## config.mk

```make
export PLATFORM = sky130hd
export DESIGN_NAME = rob_commit
export DESIGN_NICKNAME = d
export VERILOG_FILES = /design/src/rtl/rob_commit.sv
export SDC_FILE = /design/constraint.sdc
export NUM_CORES = 1
export LEC_CHECK = 0
export ABC_AREA = 0
export BUFFER_PORTS_ARGS = -buffer_cell sky130_fd_sc_hd__clkbuf_2
export CAP_MARGIN = 20
export CELL_PAD_IN_SITES_DETAIL_PLACEMENT = 1
export CELL_PAD_IN_SITES_GLOBAL_PLACEMENT = 2
export CORE_UTILIZATION = 30
export CTS_CLUSTER_DIAMETER = 40
export DETAILED_ROUTE_END_ITERATION = 10
export GPL_TIMING_DRIVEN = 0
export MAX_ROUTING_LAYER = met4
export PLACE_DENSITY = 0.56
export SLEW_MARGIN = 30
export SYNTH_ARGS = -nofsm -noshare
export SYNTH_HDL_FRONTEND = slang
export SYNTH_SLANG_ARGS = --single-unit
```

## constraint.sdc

```tcl
create_clock -name clk -period 3.79 [get_ports clk]
set_clock_uncertainty 0.05 [all_clocks]
set_input_delay 0.758 -clock clk [delete_from_list [all_inputs] [get_ports clk]]
set_output_delay 0.758 -clock clk [all_outputs]
set_load 0.02 [all_outputs]
```

## src/rtl/rob_commit.sv

```systemverilog
// rob_commit: in-order retirement reorder buffer.
// Entries are allocated at the tail by rename, marked ready by the CDB and
// retired from the head one per cycle, in program order.
// Optional feature macro: ROB_FLUSH_EN adds a 'flush' input that empties the
// buffer at the next edge, with priority over every other event.
module rob_commit #(
  parameter int ROB_DEPTH     = 16,
  parameter int ROB_IDX_SIZE  = 4,
  parameter int PHYS_REG_ADDR = 6
) (
  input  logic                     clk,
  input  logic                     rst,
`ifdef ROB_FLUSH_EN
  input  logic                     flush,
`endif
  input  logic                     alloc_valid,
  input  logic [PHYS_REG_ADDR-1:0] alloc_phys_addr,
  input  logic [4:0]               alloc_rd_addr,
  output logic [ROB_IDX_SIZE-1:0]  alloc_rob_id,
  output logic                     rob_full,
  output logic                     rob_empty,
  input  logic                     cdb_valid,
  input  logic [ROB_IDX_SIZE-1:0]  cdb_rob_id,
  output logic                     commit_valid,
  output logic [ROB_IDX_SIZE-1:0]  commit_rob_id,
  output logic [4:0]               commit_rd_addr,
  output logic [PHYS_REG_ADDR-1:0] commit_phys_addr
);

  localparam int PTR_W = ROB_IDX_SIZE + 1;

  logic [PTR_W-1:0]         head_ptr;
  logic [PTR_W-1:0]         tail_ptr;
  logic [ROB_IDX_SIZE-1:0]  head_idx;
  logic [ROB_IDX_SIZE-1:0]  tail_idx;
  logic [ROB_DEPTH-1:0]     valid_q;
  logic [ROB_DEPTH-1:0]     ready_q;
  logic [PHYS_REG_ADDR-1:0] phys_mem [ROB_DEPTH];
  logic [4:0]               rd_mem   [ROB_DEPTH];
  logic                     flush_now;
  logic                     alloc_fire;

`ifdef ROB_FLUSH_EN
  assign flush_now = flush;
`else
  assign flush_now = 1'b0;
`endif

  assign head_idx     = head_ptr[ROB_IDX_SIZE-1:0];
  assign tail_idx     = tail_ptr[ROB_IDX_SIZE-1:0];
  assign alloc_rob_id = tail_idx;

  // Occupancy flags from the registered pointers; the wrap bit separates full from empty
  always_comb begin
    rob_empty = (head_ptr == tail_ptr);
    rob_full  = (head_idx == tail_idx) &&
                (head_ptr[ROB_IDX_SIZE] != tail_ptr[ROB_IDX_SIZE]);
  end

  // Full is judged on pre-commit state, so a retiring head never frees a slot in the same cycle
  always_comb begin
    alloc_fire   = alloc_valid && !rob_full && !flush_now;
    commit_valid = valid_q[head_idx] && ready_q[head_idx] && !rob_empty && !flush_now;
  end

  // Retirement outputs show the head entry only while it retires, otherwise zero
  always_comb begin
    commit_rob_id    = '0;
    commit_rd_addr   = '0;
    commit_phys_addr = '0;
    if (commit_valid) begin
      commit_rob_id    = head_idx;
      commit_rd_addr   = rd_mem[head_idx];
      commit_phys_addr = phys_mem[head_idx];
    end
  end

  // Pointers and per-entry status; commit is applied last so it clears a just-readied head
  always_ff @(posedge clk) begin
    if (rst || flush_now) begin
      head_ptr <= '0;
      tail_ptr <= '0;
      valid_q  <= '0;
      ready_q  <= '0;
    end else begin
      if (cdb_valid && valid_q[cdb_rob_id]) begin
        ready_q[cdb_rob_id] <= 1'b1;
      end
      if (alloc_fire) begin
        valid_q[tail_idx] <= 1'b1;
        ready_q[tail_idx] <= 1'b0;
        tail_ptr          <= tail_ptr + PTR_W'(1);
      end
      if (commit_valid) begin
        valid_q[head_idx] <= 1'b0;
        ready_q[head_idx] <= 1'b0;
        head_ptr          <= head_ptr + PTR_W'(1);
      end
    end
  end

  // Payload storage; only meaningful while the matching valid bit is set
  always_ff @(posedge clk) begin
    if (alloc_fire) begin
      phys_mem[tail_idx] <= alloc_phys_addr;
      rd_mem[tail_idx]   <= alloc_rd_addr;
    end
  end

endmodule

```

==> results of run 1 <==
[per-stage QoR]
| step | setup TNS, ps | total power [W] | std cells |
|---|---|---|---|
| detailed placement | 0 | 0.00291 | 984 |
| global route | -7.71 | 0.00637 | 1052 |
| global placement | -23070 | 0.00289 | 968 |
| finish | 0 | 0.00618 | 1052 |
| CTS | 0 | 0.00625 | 1050 |
| floorplan | 0 | 0.00281 | 540 |
[synthesized netlist by cell type, types with 4 or more instances]
library cell  instances
nor2b_1               8
o211ai_1              5
nor3_1                5
o21ai_0               4
a211oi_1              7
and2_1               15
mux2i_1               5
a31oi_1              20
mux4_2               61
o22ai_1               9
buf_4                 5
buf_2                11
buf_1                 5
edfxtp_1            176
xnor2_1               6
inv_1                 6
dfxtp_1              46
clkbuf_1             19
nand2_1              10
a311oi_1             22
nor2_1               45
ha_1                  9
[report_power, final]
part / switching (W) / internal (W) / leakage, nW
Combinational: 0.000131 / 0.0000636 / 1.09
Clock: 0.00119 / 0.00212 / 0.595
Sequential: 0.0000136 / 0.00266 / 1.96
Total: 0.00133 / 0.00485 / 3.65
[placed cells by master, fill, tap and decap left out, types with 5 or more instances in the layout]
cell	instances
a211oi_1	7
a311oi_1	22
a31oi_1	20
and2_1	15
buf_1	5
buf_2	8
buf_4	19
clkbuf_1	16
clkbuf_16	39
clkbuf_2	40
clkinv_2	5
clkinvlp_4	5
dfxtp_1	44
edfxtp_1	176
ha_1	9
inv_1	6
mux2i_1	5
mux4_2	61
nand2_1	10
nor2_1	32
nor2_2	12
nor2b_1	8
o211ai_1	5
o22ai_1	9
xnor2_1	6
[critical path, stage by stage (launching register included)]
cell and delay (ps):
dfxtp_1 320, buf_1 410, buf_2 450, mux4_2 380
mux4_2 490, and2_1 190, clkbuf_2 160
[logic make-up (layout without fill, tap and decap cells)]
| group | Yosys count | after routing |
|---|---|---|
| AO/OA/AOI/OAI | 84 | 84 |
| XOR/XNOR | 9 | 9 |
| adder cells (fa/ha/maj) | 9 | 9 |
| buffers and inverters | 47 | 169 |
| flip-flops | 222 | 222 |
| multiplexers | 70 | 70 |
| AND/OR/NAND/NOR | 99 | 99 |
[repair_timing]
action / CTS / global route
endpoints found under the setup margin: 15 / 14
pin swaps: 1 / 1
cloned: 0 / 0
gates resized for setup: 15 / 11
buffers inserted: 0 / 1
[routing by layer]
layer,track usage,routed length (um),up-vias
met4,0.0506,512,0
met5,-,0,-
met3,0.0299,1090,47
met1,0.241,12400,2956
met2,0.305,13400,139
li1,-,-,2400
[worst max path at each step]
| stage | slack, ps | depth (start not counted) | start | end |
|---|---|---|---|---|
| after CTS | 9 | 6 | flop | commit_rd_addr[0] |
| after global placement | -650 | 5 | head_ptr[0]$_SDFFE_PP0P_ | phys_mem[0][3]$_DFFE_PP_ |
| final | 70 | 6 | flop | commit_rd_addr[0] |
| after detailed placement | 140 | 6 | flop | commit_rd_addr[0] |
| after global routing | -6 | 7 | head_ptr[3]$_SDFFE_PP0P_ | commit_rd_addr[0] |
| after floorplan | 800 | 7 | head_ptr[0]$_SDFFE_PP0P_ | commit_rob_id[0] |
[layout make-up]
| class | instances | area [um2] |
|---|---|---|
| Clock buffer | 45 | 1010 |
| Buffer | 38 | 215 |
| Multi-Input combinational cell | 271 | 2850 |
| Inverter | 7 | 26.3 |
| Timing Repair Buffer | 56 | 355 |
| Fill cell | 2973 | 18500 |
| Clock inverter | 23 | 230 |
| Tap cell | 390 | 488 |
| Sequential cell | 222 | 6210 |
[flip-flops by register name (all words and copies together) (netlist names), named ones only]
name and flops:
phys_mem 96, rd_mem 80, ready_q 16, valid_q 16
head_ptr 5, tail_ptr 5
==> flow_summary.yaml, run 1 <==
detailed_routing:
  drt_iter0_drc: 376
  detailedRoute.firstPassIterationCount: 4
  ant_nets: 0
  routedWlPerCell_um: 26.0
  vias_per_cell: 5.27
  drc: 0
  drt_wl_total_um: 27400
  num_vias: 5542
timing:
  slew_headroom: 0.378
  final_hold_viol_count: 0
  worstMarginPinSlew_ps: 931
  fin_crit_ps: 3720
  drv_slew: 0
  max_freq_mhz: 269
  finalCritPeriodShare: 0.980
  setup_viol: 0
  worst_slack_ps: 75.0
  hold_slack_ps: 475
synth:
  synth.area.mux_share: 0.160
  synthAdderAreaFrac: 0.0122
  synth_top_family_by_area: "multiplexers"
  async_reset_ff_frac: 0
  synth_area_um2: 9200
  synth-compound-area-share: 0.0694
  synth_seq_cells: 222
  yosysSeqAreaShare: 0.675
  synth_cell_types: 48
  synth_top_area_share: 0.575
  synth-edff-count: 176
  synth_xor_xnor_area_share: 0.00857
  synth_top_cells_by_area: "edfxtp_1 (57%), mux4_2 (15%), dfxtp_1 (10%), a311oi_1 (2.1%), nor2_1 (1.8%)"
  yosys.area_share.simple: 0.0524
  synth_nets: 568
  yosysTopAreaCell: "edfxtp_1"
  synth_flop_cell: "edfxtp_1"
  ys_warn_count: 0
  synthCells: 540
  synth_area_per_cell_um2: 17.0
cells_and_area:
  final_cell_area_um2: 11400
  antenna_cells: 0
  area_delta_synth_final_pct: 23.7
  utilization: 0.381
  fin_nets: 663
  drive_gt1_frac: 0.341
clock_tree:
  clock_latency_ps: 500
  clock_path_buffers: 3
  cts_tree: "built"
  cts_buffers: 39
  h-tree-depth: 2
  clk_pin_slew_ps: 60
  ctsRootBufferMaster: "clkbuf_16"
  clock-sinks: 222
  ctsHoldBuffers: 0
global_route:
  grt_max_degree: 17
  first_global_vias: 6080
  grt_overflow: 0
  gr-usage-all-layers: 0.187
  antenna_found_initial: 0
  grt_pass1_wl_um: 40600
placement:
  routabilityCongestion: 0.814
  io_buffers: 38
  dp_hpwl_um: 18600
  placed_area_um2: 10100
  dp_slack_ps: 138
critical_path:
  startpoint_type: "flop"
  cp-end-kind: "output port"
  reg2reg_slack_ps: 750
  rr_endpoint: "phys_mem[2][2]$_DFFE_PP_"
  cp.required_ps: 2980
  crit_type: "flop to output port"
  path_max_fanout: 10
  r2r_start: "head_ptr[3]$_SDFFE_PP0P_"
  arrival_ps: 2910
  reg2regPathDepth: 7
power:
  leakage_nw: 3.65
  irDropWorstVdd_mv: 0.281
  powerDensity_nw_per_um2: 543
floorplan:
  io_pins: 41
  std_cell_rows: 63
  start_util: 0.308
  die_h_um: 177
  die_area_um2: 31400
  core_area_um2: 29900
  die_w_um: 177
min_path:
  holdCritPathClass: "flop to flop"
  hold_depth: 2
  hold_end: "ready_q[1]$_SDFF_PP0_"
  min_from: "ready_q[1]$_SDFF_PP0_"
outcome:
  status: "finished clean"
flow_run:
  maxCapViolCount: 0
(Power assumes the default switching activity.)
==> run 2: changes to the inputs <==
Settings changed: RECOVER_POWER set to 50.
==> flow_summary.yaml, run 2 (same netlist as run 1, synthesis figures left out) <==
timing:
  max_freq_mhz: 271
  slew_headroom: 0.406
  drv_slew: 0
  fin_setup_tns_ps: 0
  final_hold_viol_count: 0
  worstMarginPinSlew_ps: 889
  setup_viol: 0
  fin_crit_ps: 3690
  finalCritPeriodShare: 0.974
clock_tree:
  clk_pin_slew_ps: 60
  ctsHoldBuffers: 0
  clock-sinks: 222
  cts_tree: "built"
  clock_path_buffers: 3
  h-tree-depth: 2
  clock_latency_ps: 500
  ctsRootBufferMaster: "clkbuf_16"
  cts_buffers: 39
floorplan:
  core_area_um2: 29900
  die_area_um2: 31400
  die_w_um: 177
  start_util: 0.308
  die_h_um: 177
  std_cell_rows: 63
  io_pins: 41
detailed_routing:
  vias_per_cell: 5.24
  drt_iter0_drc: 372
  ant_nets: 0
  routedWlPerCell_um: 26.0
  drc: 0
  drt_wl_total_um: 27300
  num_vias: 5517
  detailedRoute.firstPassIterationCount: 4
cells_and_area:
  top_regs: "phys_mem x96, rd_mem x80"
  final_cell_mix: "edfxtp_1 (176), mux4_2 (61), dfxtp_1 (44)"
  largest_register_ffs: 96
  area_delta_synth_final_pct: 23.6
  largest_register: "phys_mem"
  fillers: 2977
  final_common_cell: "edfxtp_1"
  antenna_cells: 0
  drive_gt1_frac: 0.322
  fin_nets: 663
power:
  power_frac_seq: 0.433
  irDropWorstVdd_mv: 0.283
  p_int_w: 0.00484
  p_comb_frac: 0.031
  pwr-share-clk: 0.536
  leakage_nw: 3.61
  finalPower_w: 0.00618
  swShare: 0.216
  powerDensity_nw_per_um2: 544
  switching_power_w: 0.00133
global_route:
  antenna_found_initial: 0
  grt_overflow: 0
  grt_pass1_wl_um: 40600
  gr-usage-all-layers: 0.187
  grt_max_degree: 17
  first_global_vias: 6080
critical_path:
  cp.required_ps: 2980
  rr_endpoint: "phys_mem[2][2]$_DFFE_PP_"
  reg2reg_slack_ps: 740
  crit_type: "flop to output port"
  path_max_fanout: 10
  reg2regPathDepth: 7
  startpoint_type: "flop"
  arrival_ps: 2890
  r2r_start: "head_ptr[3]$_SDFFE_PP0P_"
  cp-end-kind: "output port"
min_path:
  min_from: "ready_q[1]$_SDFF_PP0_"
  hold_end: "ready_q[1]$_SDFF_PP0_"
  hold_depth: 2
  holdCritPathClass: "flop to flop"
placement:
  dp_hpwl_um: 18600
  io_buffers: 38
  routabilityCongestion: 0.814
outcome:
  status: "finished clean"
flow_run:
  maxCapViolCount: 0
==> run 2: power by group through the flow <==
stage	Sequential (W)	Clock [W]	Combinational (W)
after detailed placement	0.00272	0	0.000194
after global routing	0.00267	0.00348	0.000210
final	0.00267	0.00331	0.000193
after floorplan	0.00272	0	0.0000925
after global placement	0.00272	0	0.000175
after CTS	0.00267	0.00339	0.000195
==> run 2: worst max path at each step <==
stage / endpoint / slack, ps / cells past startpoint
2_1_floorplan: commit_rob_id[0] / 800 / 7
3_3_place_gp: phys_mem[0][3]$_DFFE_PP_ / -650 / 5
3_5_place_dp: commit_rd_addr[0] / 140 / 6
4_1_cts: commit_rd_addr[0] / 9 / 6
5_1_grt: commit_rd_addr[0] / -6 / 7
6_report: commit_rd_addr[0] / 100 / 6
==> run 2: routing by layer <==
| metal | GRT usage | part of all wire |
|---|---|---|
| met1 | 0.241 | 0.43 |
| met2 | 0.305 | 0.49 |
| met3 | 0.0299 | 0.056 |
| met4 | 0.0506 | 0.019 |
| met5 | - | 0 |
==> run 2: critical path, stage by stage, from the launching register on <==
cell	delay [ps]
dfxtp_1	310
buf_1	400
buf_2	440
mux4_2	380
mux4_2	490
and2_1	190
clkbuf_2	160
==> run 2: cell type report <==
class / count / area [um2] / area share
Buffer: 38 / 215 / 0.0189
Clock buffer: 45 / 1010 / 0.0888
Clock inverter: 23 / 230 / 0.0203
Inverter: 7 / 26.3 / 0.00231
Multi-Input combinational cell: 271 / 2850 / 0.250
Sequential cell: 222 / 6210 / 0.546
Tap cell: 390 / 488 / 0.0430
Timing Repair Buffer: 56 / 339 / 0.0298
==> run 2: what timing repair did <==
action	CTS	global route
setup buffers	0	1
gates resized for setup	15	11
pin swaps	1	1
setup endpoints to repair	15	14
==> run 2: through the flow <==
step	std cells	hold slack (ps)	utilization	area (um2)	worst slack [ps]
2_1_floorplan	540	445	-	9200	800
6_report	1052	475	0.380	11400	96.8
5_1_grt	1052	504	0.380	11400	-6.25
4_1_cts	1050	478	0.379	11300	8.74
3_5_place_dp	984	470	0.337	10100	138
3_3_place_gp	968	457	0.330	9870	-654
